File: config.mk
export PLATFORM = sky130hd
export DESIGN_NAME = hex_display_sequencer
export DESIGN_NICKNAME = d
export VERILOG_FILES = /design/src/rtl/hex_display_sequencer.sv
export SDC_FILE = /design/constraint.sdc
export NUM_CORES = 1
export LEC_CHECK = 0
export CORE_MARGIN = 2
export CORE_UTILIZATION = 40
export CTS_CLUSTER_SIZE = 8
export DETAILED_ROUTE_END_ITERATION = 8
export SLEW_MARGIN = 20
export SYNTH_ARGS = -nofsm -noshare
export SYNTH_HDL_FRONTEND = slang
export SYNTH_HIERARCHICAL = 1
export SYNTH_SLANG_ARGS = --single-unit
File: constraint.sdc
create_clock -name clk -period 4.1 [get_ports clk]
set_input_delay 0.82 -clock clk [delete_from_list [all_inputs] [get_ports clk]]
set_output_delay 0.82 -clock clk [all_outputs]
set_load 0.01 [all_outputs]
File: src/rtl/hex_display_sequencer.sv
// Time-shares one byte-to-two-hex decoder between NUM_SRC 8-bit CPU observation taps.
// AUTO rotates sources with a dwell/blank-gap cadence; MANUAL holds a source and steps on a key.

module hex_key_debounce #(
  parameter int DEBOUNCE_CYCLES = 500_000
) (
  input  logic clk,
  input  logic rst_n,
  input  logic srst,
  input  logic key_n,
  output logic press
);

  localparam int DB_W = (DEBOUNCE_CYCLES > 2) ? $clog2(DEBOUNCE_CYCLES) : 1;
  localparam logic [DB_W-1:0] DB_LAST = DB_W'(DEBOUNCE_CYCLES - 1);

  logic            sync1_r;
  logic            sync2_r;
  logic            level_r;
  logic [DB_W-1:0] cnt_r;
  logic            press_r;
  logic            level_nxt_s;
  logic [DB_W-1:0] cnt_nxt_s;
  logic            press_nxt_s;

  // Level must disagree for DEBOUNCE_CYCLES consecutive clocks before it is accepted
  always_comb begin
    level_nxt_s = level_r;
    cnt_nxt_s   = cnt_r;
    press_nxt_s = 1'b0;
    if (sync2_r != level_r) begin
      if (cnt_r == DB_LAST) begin
        cnt_nxt_s   = {DB_W{1'b0}};
        level_nxt_s = sync2_r;
        press_nxt_s = sync2_r;
      end else begin
        cnt_nxt_s = cnt_r + DB_W'(1);
      end
    end else begin
      cnt_nxt_s = {DB_W{1'b0}};
    end
  end

  // Synchronizer, debounce state and press pulse; everything clears to "released"
  always_ff @(posedge clk or negedge rst_n) begin
    if (!rst_n) begin
      sync1_r <= 1'b0;
      sync2_r <= 1'b0;
      level_r <= 1'b0;
      cnt_r   <= {DB_W{1'b0}};
      press_r <= 1'b0;
    end else if (srst) begin
      sync1_r <= 1'b0;
      sync2_r <= 1'b0;
      level_r <= 1'b0;
      cnt_r   <= {DB_W{1'b0}};
      press_r <= 1'b0;
    end else begin
      sync1_r <= ~key_n;
      sync2_r <= sync1_r;
      level_r <= level_nxt_s;
      cnt_r   <= cnt_nxt_s;
      press_r <= press_nxt_s;
    end
  end

  assign press = press_r;

endmodule

module hex_display_sequencer #(
  parameter int NUM_SRC         = 4,
  parameter int DWELL_CYCLES    = 50_000_000,
  parameter int GAP_CYCLES      = 5_000_000,
  parameter int DEBOUNCE_CYCLES = 500_000
) (
  input  logic                       clk,
  input  logic                       rst_n,
  input  logic [NUM_SRC*8-1:0]       src_data,
  input  logic                       key_mode_n,
  input  logic                       key_step_n,
  output logic [7:0]                 disp_byte,
  output logic [$clog2(NUM_SRC)-1:0] src_idx,
  output logic                       blank,
  output logic                       manual_dp_n
);

  localparam int IDX_W   = $clog2(NUM_SRC);
  localparam int CNT_MAX = (DWELL_CYCLES > GAP_CYCLES) ? DWELL_CYCLES : GAP_CYCLES;
  localparam int CNT_W   = (CNT_MAX > 2) ? $clog2(CNT_MAX) : 1;
  localparam logic [CNT_W-1:0] DWELL_LAST = CNT_W'(DWELL_CYCLES - 1);
  localparam logic [CNT_W-1:0] GAP_LAST   = CNT_W'(GAP_CYCLES - 1);

  typedef enum logic [1:0] {
    AUTO_SHOW = 2'd0,
    AUTO_GAP  = 2'd1,
    MANUAL    = 2'd2
  } state_t;

  function automatic logic [IDX_W-1:0] wrap_inc(input logic [IDX_W-1:0] i);
    logic [IDX_W-1:0] r;
    if (i == IDX_W'(NUM_SRC - 1)) begin
      r = {IDX_W{1'b0}};
    end else begin
      r = i + IDX_W'(1);
    end
    return r;
  endfunction

  logic             rst_sync_r;
  logic             srst_s;
  logic             mode_evt_s;
  logic             step_evt_s;
  state_t           state_r;
  state_t           state_nxt_s;
  logic [CNT_W-1:0] cnt_r;
  logic [CNT_W-1:0] cnt_nxt_s;
  logic [IDX_W-1:0] idx_r;
  logic [IDX_W-1:0] idx_nxt_s;
  logic [7:0]       sel_s;
  logic             blank_s;
  logic             dp_n_s;

  // Release-side reset synchronizer; assertion stays asynchronous
  always_ff @(posedge clk or negedge rst_n) begin
    if (!rst_n) begin
      rst_sync_r <= 1'b0;
    end else begin
      rst_sync_r <= 1'b1;
    end
  end

  assign srst_s = ~rst_sync_r;

  hex_key_debounce #(.DEBOUNCE_CYCLES(DEBOUNCE_CYCLES)) u_mode_db (
    .clk   (clk),
    .rst_n (rst_n),
    .srst  (srst_s),
    .key_n (key_mode_n),
    .press (mode_evt_s)
  );

  hex_key_debounce #(.DEBOUNCE_CYCLES(DEBOUNCE_CYCLES)) u_step_db (
    .clk   (clk),
    .rst_n (rst_n),
    .srst  (srst_s),
    .key_n (key_step_n),
    .press (step_evt_s)
  );

  // Next state: a mode event outranks both gap expiry and a coincident step
  always_comb begin
    state_nxt_s = state_r;
    cnt_nxt_s   = cnt_r;
    idx_nxt_s   = idx_r;
    case (state_r)
      AUTO_SHOW: begin
        if (mode_evt_s) begin
          state_nxt_s = MANUAL;
          cnt_nxt_s   = {CNT_W{1'b0}};
        end else if (cnt_r == DWELL_LAST) begin
          state_nxt_s = AUTO_GAP;
          cnt_nxt_s   = {CNT_W{1'b0}};
        end else begin
          cnt_nxt_s = cnt_r + CNT_W'(1);
        end
      end
      AUTO_GAP: begin
        if (mode_evt_s) begin
          state_nxt_s = MANUAL;
          cnt_nxt_s   = {CNT_W{1'b0}};
        end else if (cnt_r == GAP_LAST) begin
          state_nxt_s = AUTO_SHOW;
          cnt_nxt_s   = {CNT_W{1'b0}};
          idx_nxt_s   = wrap_inc(idx_r);
        end else begin
          cnt_nxt_s = cnt_r + CNT_W'(1);
        end
      end
      MANUAL: begin
        cnt_nxt_s = {CNT_W{1'b0}};
        if (mode_evt_s) begin
          state_nxt_s = AUTO_SHOW;
        end else if (step_evt_s) begin
          idx_nxt_s = wrap_inc(idx_r);
        end else begin
          idx_nxt_s = idx_r;
        end
      end
      default: begin
        state_nxt_s = AUTO_SHOW;
        cnt_nxt_s   = {CNT_W{1'b0}};
        idx_nxt_s   = {IDX_W{1'b0}};
      end
    endcase
  end

  // Sequencer state, dwell/gap counter and the selected source index
  always_ff @(posedge clk or negedge rst_n) begin
    if (!rst_n) begin
      state_r <= AUTO_SHOW;
      cnt_r   <= {CNT_W{1'b0}};
      idx_r   <= {IDX_W{1'b0}};
    end else if (srst_s) begin
      state_r <= AUTO_SHOW;
      cnt_r   <= {CNT_W{1'b0}};
      idx_r   <= {IDX_W{1'b0}};
    end else begin
      state_r <= state_nxt_s;
      cnt_r   <= cnt_nxt_s;
      idx_r   <= idx_nxt_s;
    end
  end

  // Source mux and display qualifiers, all derived from the same registered state
  always_comb begin
    sel_s = 8'h00;
    for (int i = 0; i < NUM_SRC; i++) begin
      sel_s = (idx_r == IDX_W'(i)) ? src_data[8*i +: 8] : sel_s;
    end
    blank_s = (state_r == AUTO_GAP);
    dp_n_s  = (state_r != MANUAL);
  end

  // Output register: byte, index, blank and dp update together on one edge
  always_ff @(posedge clk or negedge rst_n) begin
    if (!rst_n) begin
      disp_byte   <= 8'h00;
      src_idx     <= {IDX_W{1'b0}};
      blank       <= 1'b1;
      manual_dp_n <= 1'b1;
    end else if (srst_s) begin
      disp_byte   <= 8'h00;
      src_idx     <= {IDX_W{1'b0}};
      blank       <= 1'b1;
      manual_dp_n <= 1'b1;
    end else begin
      disp_byte   <= blank_s ? 8'h00 : sel_s;
      src_idx     <= idx_r;
      blank       <= blank_s;
      manual_dp_n <= dp_n_s;
    end
  end

endmodule

## Yosys cells after proc, flatten, opt, wreduce, memory -nomap -nowiden

Cells that the tools add are included.

| cells by class | value |
|---|---|
| add/sub/neg operators | 4 |
| equal/unequal tests | 24 |
| multiplexer cells | 51 |
| bitwise logic cells | 2 |
| reductions and logical operators | 6 |

Operators by type and width:

| cell | count |
|---|---|
| $mux 26 | 5 |
| $mux 19 | 6 |
| $pmux 26 s2 | 1 |
| $mux 8 | 6 |
| $add 19x1->19 const B | 2 |
| $eq 19x19->1 const B | 2 |
| $add 26x1->26 const B | 1 |
| $eq 26x23->1 const B | 1 |
| $eq 26x26->1 const B | 1 |
| $mux 2 | 13 |
| $mux 1 | 18 |
| $pmux 2 s3 | 2 |
| $ne 3x2->1 const B | 3 |
| $ne 2x1->1 const B | 4 |
| $eq 2x2->1 const B | 3 |
| $ne 3x3->1 const B | 2 |
| $reduce_and 5->1 | 1 |
| $eq 2x1->1 const B | 2 |
| $logic_not 2->1 | 2 |
| $ne 2x2->1 const B | 2 |
| $ne 4x2->1 const B | 1 |
| $ne 4x3->1 const B | 1 |
| $reduce_and 2->1 | 2 |
| $reduce_and 3->1 | 1 |
| 3 further kinds | 5 |

| word-level totals | value |
|---|---|
| register bits after elaboration | 89 |
| input bits | 36 |
| output and inout bits | 12 |
| logic and storage cells | 105 |

## Logic depth before layout (Yosys ltp)

Gate-level depths: netlist of run 1.

| logic depth | value |
|---|---|
| depth after elaboration | 7 |
| mapped depth | 9 |
| mapped depth without buffers | 7 |

## Modules after synthesis

The synthesis of run 1 kept the hierarchy.

Modules (own cells, without submodules):

| module | times used | cells each | area each (um^2) | seq. area each (um^2) |
|---|---|---|---|---|
| hex_display_sequencer | 1 | 243 | 2,328.5 | 1,078.5 |
| hex_key_debounce | 2 | 109 | 1,139.8 | 575.6 |

## Least setup slack after synthesis of run 1

No wires, ideal clock.

| timing | value |
|---|---|
| kind | register to register |
| from | register, netlist name cnt_r[17] |
| to | register, netlist name cnt_r[21] |
| setup time | 119 ps |
| arrival time | 1,690 ps |
| required time | 3,981 ps |
| path slack | 2,292 ps |
| stages on the path, launching flop included | 7 |
| buffers on the path | 1 |
| period minus slack after synthesis | 1,808 ps |
| cells stage by stage | dfrtp_1 or4b_1 nor4_2 a21boi_1 o21ai_4 buf_6 nor2_1 |

==> results of run 1 <==
## final cells by class
type | count | share of cell area, %
flip-flops and latches | 89 | 40.74
inverters | 15 | 1.029
well taps | 143 | 3.269
clock inverters | 5 | 1.143
multi-input cells | 341 | 40.56
clock buffers | 11 | 4.435
repair buffers | 49 | 8.825
## state kept, by name, summed over array words and instances, names as in the netlist, 2 cells and up
name	cells
disp_byte	8
state_r	2
src_idx	2
u_step_db/cnt_r	19
u_mode_db/cnt_r	19
cnt_r	26
idx_r	2
## power breakdown
group	internal [mW]	switching [mW]	leakage, nW	total, mW
logic	0.0488	0.0461	0.849	0.0949
clock network	0.492	0.342	0.142	0.834
registers	0.888	0.00544	1.22	0.894
total	1.43	0.393	2.21	1.82
## worst paths after layout
check,from,end,slack (ns),cells after the start
setup / recovery,cnt_r[17],cnt_r[10],1.89,5
setup reg to reg,cnt_r[17],cnt_r[10],1.89,5
min in group asynchronous,rst_n,cnt_r[19],0.54,2
hold reg to reg,u_mode_db/sync1_r,u_mode_db/sync2_r,0.46,1
max in group asynchronous,rst_n,u_step_db/cnt_r[6],3.10,2
hold / removal,u_mode_db/sync1_r,u_mode_db/sync2_r,0.46,1
## worst register-to-register path, cell delays in order (launching register included)
cell      delay, ns
dfrtp_1        0.44
or4b_1         0.57
nor4_2         0.20
a21boi_1       0.19
o21ai_4        0.54
nor2_1         0.12
## per-stage QoR
step                      power (mW)  cell area, sq um  hold slack (ns)  setup WS [ns]  util [%]
after floorplan               0.9410              4608           0.4385          2.292         -
after global placement         1.006              5167           0.4490          1.948     45.65
after detailed placement       1.007              5167           0.4463          1.882     45.65
after CTS                      1.858              5473           0.4617          1.875     48.34
after global routing           1.905              5473           0.4980          1.684     48.34
final                          1.822              5473           0.4579          1.891     48.34
## metal layers
| layer | up-vias | track usage (%) |
|---|---|---|
| li1 | 1709 | - |
| met1 | 1665 | 20.59 |
| met2 | 54 | 26.26 |
| met3 | 10 | 4.083 |
| met4 | 0 | 5.514 |
| met5 | - | 0 |
## logic make-up after synthesis
family	Yosys count	synth area share (%)
AOI/OAI and AO/OA	53	7.875
xor gates and xnor gates	50	9.503
adders and majority gates	10	2.715
buffers and inverters	31	3.448
DFF	89	48.38
muxes	2	0.4344
other	1	0.08138
and+or+nand+nor	225	27.56
## layout by cell type (no fill, tap or decap), types with 3 or more instances in the layout
cell type,synthesis,routed
nor2b_1,10,10
and4_1,8,8
inv_1,15,15
o31ai_1,6,6
a221oi_1,7,7
nand3_1,19,19
buf_4,2,3
nand2b_1,4,4
nor2_1,75,75
dfrtp_1,87,87
o21ai_0,8,8
and3_1,10,10
nor3_1,9,9
xor2_1,35,35
xnor2_1,15,15
clkdlybuf4s50_1,0,46
or3_1,6,6
nor4_2,4,4
nor4_1,5,5
nand4_1,18,18
nand2_1,25,25
or4_1,8,8
clkbuf_16,0,9
nor3_2,4,4
a21oi_1,18,18
ha_1,10,10
## Yosys cell counts (4+ instances only)
library cell,count
a21oi_1,18
a221oi_1,7
and3_1,10
and4_1,8
buf_2,4
buf_6,4
clkbuf_1,6
dfrtp_1,87
ha_1,10
inv_1,15
nand2_1,25
nand2b_1,4
nand3_1,19
nand4_1,18
nor2_1,75
nor2b_1,10
nor3_1,9
nor3_2,4
nor4_1,5
nor4_2,4
o21ai_0,8
o31ai_1,6
or3_1,6
or4_1,8
xnor2_1,15
xor2_1,35
==> qor.yml, run 1 <==
run_status:
  status: "completed"
routing:
  drt_iter0_drc: 153
  drc_errors: 0
  routed-wl-met3_um: 368
  first_pass_iters: 4
  wl_met1_um: 4271
  highest-signal-layer: "met4"
  wl_met2_um: 4373
  drtAntennaViolNets: 0
  routed_wl_um: 9126
  vias: 3438
  routedWlPerCell_um: 13.98
  avgViaCountPerCell: 5.265
timing:
  fin_crit_sh_pct: 53.87
  slew_viol_final: 0
  setup_tns_ns: 0
  relSlewSlack_pct: 49.34
  setup_viol: 0
  period_needed_ns: 2.209
  hold_viol_final: 0
  finClkSkew_ns: 0.004878
  fmax_mhz: 452.8
  grt_setup_unrepaired: "no"
  worst_pin_slew_ns: 0.7537
clock_network:
  cts_root_buf: "clkbuf_16"
  holdBufCountCts: 0
  tritoncts: "built"
  cts_setup_buffers: 0
  htreeDepth: 3
  clock-sinks: 89
  numCtsBuffers: 9
  ctsLongestPathBuffers: 2
  cts_resized: 0
  insertion_delay_ns: 0.34
  clk_pin_slew_ns: 0.06
grt:
  grt.overflow.total: 0
  grt_pass1_vias: 3501
  grt_usage_pct: 15.94
  antenna_found_initial: 0
  grt_start_max_net_pins: 50
  grt_pass1_wl_um: 16410
setup_path:
  setup.worst_path.class: "reg -> reg"
  cpLargestDelayFamily: "simple AND/OR/NAND/NOR gates"
  path_max_fanout: 25
  path_buf_inv: 0
  arrival_ns: 2.40
  worstSetupEndpointType: "register"
  slowest_delay_ns: 0.57
  crit_chain: "or4b_1 > nor4_2 > a21boi_1 > o21ai_4 > nor2_1"
  slowest_stage: "or4b_1"
  required_ns: 4.30
  startpoint_type: "register"
finish:
  fin_cells: 653
  antennaDiodeCount: 0
  multi_input_area_sq_mm: 0.002220
  regArea_sq_mm: 0.002230
  fillerInstances: 1090
  drive_above_1_share_pct: 7.843
  nets: 551
  area_delta_synth_final_pct: 18.76
yosys:
  yosysWarningCount: 6
  synth_cells: 461
  yosysSeqAreaShare_pct: 48.38
  syn_nets: 507
  synth_top_area_cell: "dfrtp_1"
  synthesis.area_sq_mm: 0.004608
  avgSynthCellArea_sq_um: 9.996
  synth_edf_count: 0
  synth_ff_type: "dfrtp_1"
  async_flop_share_pct: 100.0
  yosys-top-cells-area: "dfrtp_1 (47%), xor2_1 (6.7%), nor2_1 (6.1%)"
  synth_seq_cells: 89
  synth_top_cell_area_share_pct: 47.24
  yosysUniqueCellTypes: 54
placement:
  placed_cells: 637
  place_congestion: 0.7926
  place_hpwl_um: 6291
  io_buffers: 47
die:
  fp.coreArea_sq_mm: 0.01132
  die_h_um: 111.3
  row_count: 39
  start_util_pct: 40.71
  die-area_sq_mm: 0.01240
  num_io_pins: 48
  fp.dieW_um: 111.3
min_path:
  worstHoldPathType: "reg -> reg"
flow_run:
  drv_cap: 0
power_and_ir_drop:
  power_density_mw_per_mm2: 333.0
  cellLeakagePower_nw: 2.211
  irDropWorstVdd_uv: 233.5
Power figures use the tool's default switching activity.
==> run 2: changes to the inputs <==
==> constraint.sdc (replaced) <==
create_clock -name clk -period 1.9 [get_ports clk]
set_input_delay 0.38 -clock clk [delete_from_list [all_inputs] [get_ports clk]]
set_output_delay 0.38 -clock clk [all_outputs]
set_load 0.01 [all_outputs]
==> qor.yml, run 2 (same netlist as run 1, synthesis figures left out) <==
routing:
  drc_errors: 0
  drtAntennaViolNets: 0
  first_pass_iters: 4
  routedWlPerCell_um: 13.86
  drt_iter0_drc: 166
  vias: 3511
  avgViaCountPerCell: 5.148
  routed_wl_um: 9451
setup_path:
  rrSetupSlack_ns: 0.10
  reg2regPathDepth: 6
  slowest_stage: "or4b_4"
  crit_chain: "or4b_4 > nor4_4 > a21boi_2 > o21ai_4 > buf_12 > nor2_1"
  required_ns: 2.13
  startpoint_type: "register"
  setup.worst_path.class: "reg -> reg"
  slowest_delay_ns: 0.55
  arrival_ns: 2.03
  worstSetupEndpointType: "register"
  path_max_fanout: 25
finish:
  area_delta_synth_final_pct: 25.09
  final_common_cell: "dfrtp_1"
  antennaDiodeCount: 0
  drive_above_1_share_pct: 13.91
  nets: 581
  largest_reg_flops: 26
  most-common-layout-cells: "dfrtp_1 (87), nor2_1 (75), clkdlybuf4s50_1 (46), xor2_1 (35), buf_4 (30)"
  top_regs: "cnt_r: 26 flops, u_mode_db/cnt_r: 19 flops, u_step_db/cnt_r: 19 flops"
  regMostFlops: "cnt_r"
grt:
  grt.overflow.total: 0
  grt_pass1_vias: 3532
  grt_usage_pct: 16.27
  grt_pass1_wl_um: 16590
  antenna_found_initial: 0
  grt_start_max_net_pins: 36
timing:
  finClkSkew_ns: 0.005561
  setup_slack_ns: 0.1025
  hold_viol_final: 2
  period_needed_ns: 1.797
  fin_crit_sh_pct: 94.60
  slew_viol_final: 0
  fmax_mhz: 556.3
  whs_ns: -0.0006309
  setup_viol: 0
  setup_tns_ns: 0
power_and_ir_drop:
  seqPwrFrac_pct: 49.2
  switchingPower_uw: 861.1
  combPwrFrac_pct: 5.9
  power.internal_mw: 3.056
  cellLeakagePower_nw: 2.413
  p_clk_share_pct: 44.9
  power_mw: 3.917
  power_density_mw_per_mm2: 679.5
  irDropWorstVdd_uv: 505.7
  p_sw_share_pct: 21.98
die:
  fp.dieW_um: 111.3
  num_io_pins: 48
  die_h_um: 111.3
  die-area_sq_mm: 0.01240
  row_count: 39
  start_util_pct: 40.71
  fp.coreArea_sq_mm: 0.01132
clock_network:
  htreeDepth: 3
  insertion_delay_ns: 0.34
  ctsLongestPathBuffers: 2
  tritoncts: "built"
  clock-sinks: 89
  holdBufCountCts: 0
  numCtsBuffers: 9
  cts_root_buf: "clkbuf_16"
  clk_pin_slew_ns: 0.06
placement:
  place_hpwl_um: 6637
  io_buffers: 47
  dp_slack_ns: 0.04445
  place_congestion: 0.8377
flow_run:
  drv_cap: 0
min_path:
  worstHoldPathType: "in -> async"
run_status:
  status: "finished, violations left"
  violations: "hold timing"
run 2: changes by cell type in the layout (fill, tap and decap cells not counted), sizes merged:
cell    before  now
clkinv       1    2
buf          3   33
clkbuf      11    9
run 2: final cells by class:
cell class,count,area [sq um]
fillers,1064,5557
multi-input cells,341,2261
flip-flops and latches,89,2230
repair buffers,79,745.7
clock buffers,9,225.2
well taps,143,178.9
clock inverters,6,67.56
inverters,15,56.30
run 2: path summary, 6_finish.rpt:
path / start / end
setup reg to reg: cnt_r[15] / cnt_r[20]
min in group clk: u_mode_db/sync1_r / u_mode_db/sync2_r
setup / recovery: cnt_r[15] / cnt_r[20]
max in group asynchronous: rst_n / manual_dp_n
hold reg to reg: u_mode_db/sync1_r / u_mode_db/sync2_r
hold / removal: rst_n / cnt_r[23]
run 2: timing repair:
| item | 4_1_cts | 5_1_grt |
|---|---|---|
| resized for setup | 0 | 8 |
| buffers inserted | 0 | 0 |
| setup endpoints to repair | 0 | 29 |
run 2: metrics by stage:
stage,area (sq um),utilization (%),std cells
floorplan,4608,-,461
finish,5764,50.92,682
CTS,5723,50.55,682
global route,5764,50.92,682
detailed placement,5430,47.97,667
global placement,5430,47.97,667
run 2: power groups by stage:
stage / registers, mW / clock network (mW) / logic [mW]
6_report: 1.93 / 1.76 / 0.229
5_1_grt: 1.93 / 1.90 / 0.256
4_1_cts: 1.93 / 1.81 / 0.235
3_5_place_dp: 1.96 / 0 / 0.234
3_3_place_gp: 1.96 / 0 / 0.231
2_1_floorplan: 1.97 / 0 / 0.0623
run 2: worst max-delay path, delay by kind of cell (launching register included):
family                 cells  cell delay (ns)
and+or+nand+nor            3             0.80
DFF                        1             0.40
AOI/OAI and AO/OA          2             0.30
buffers and inverters      1             0.18
run 2: routing by layer:
layer / part of all wire (%) / GRT usage, % / vias up
li1: - / - / 1766
met3: 4.4 / 4.137 / 14
met1: 48 / 21.56 / 1669
met4: 1.7 / 6.173 / 0
met5: 0 / 0 / -
met2: 46 / 25.89 / 62
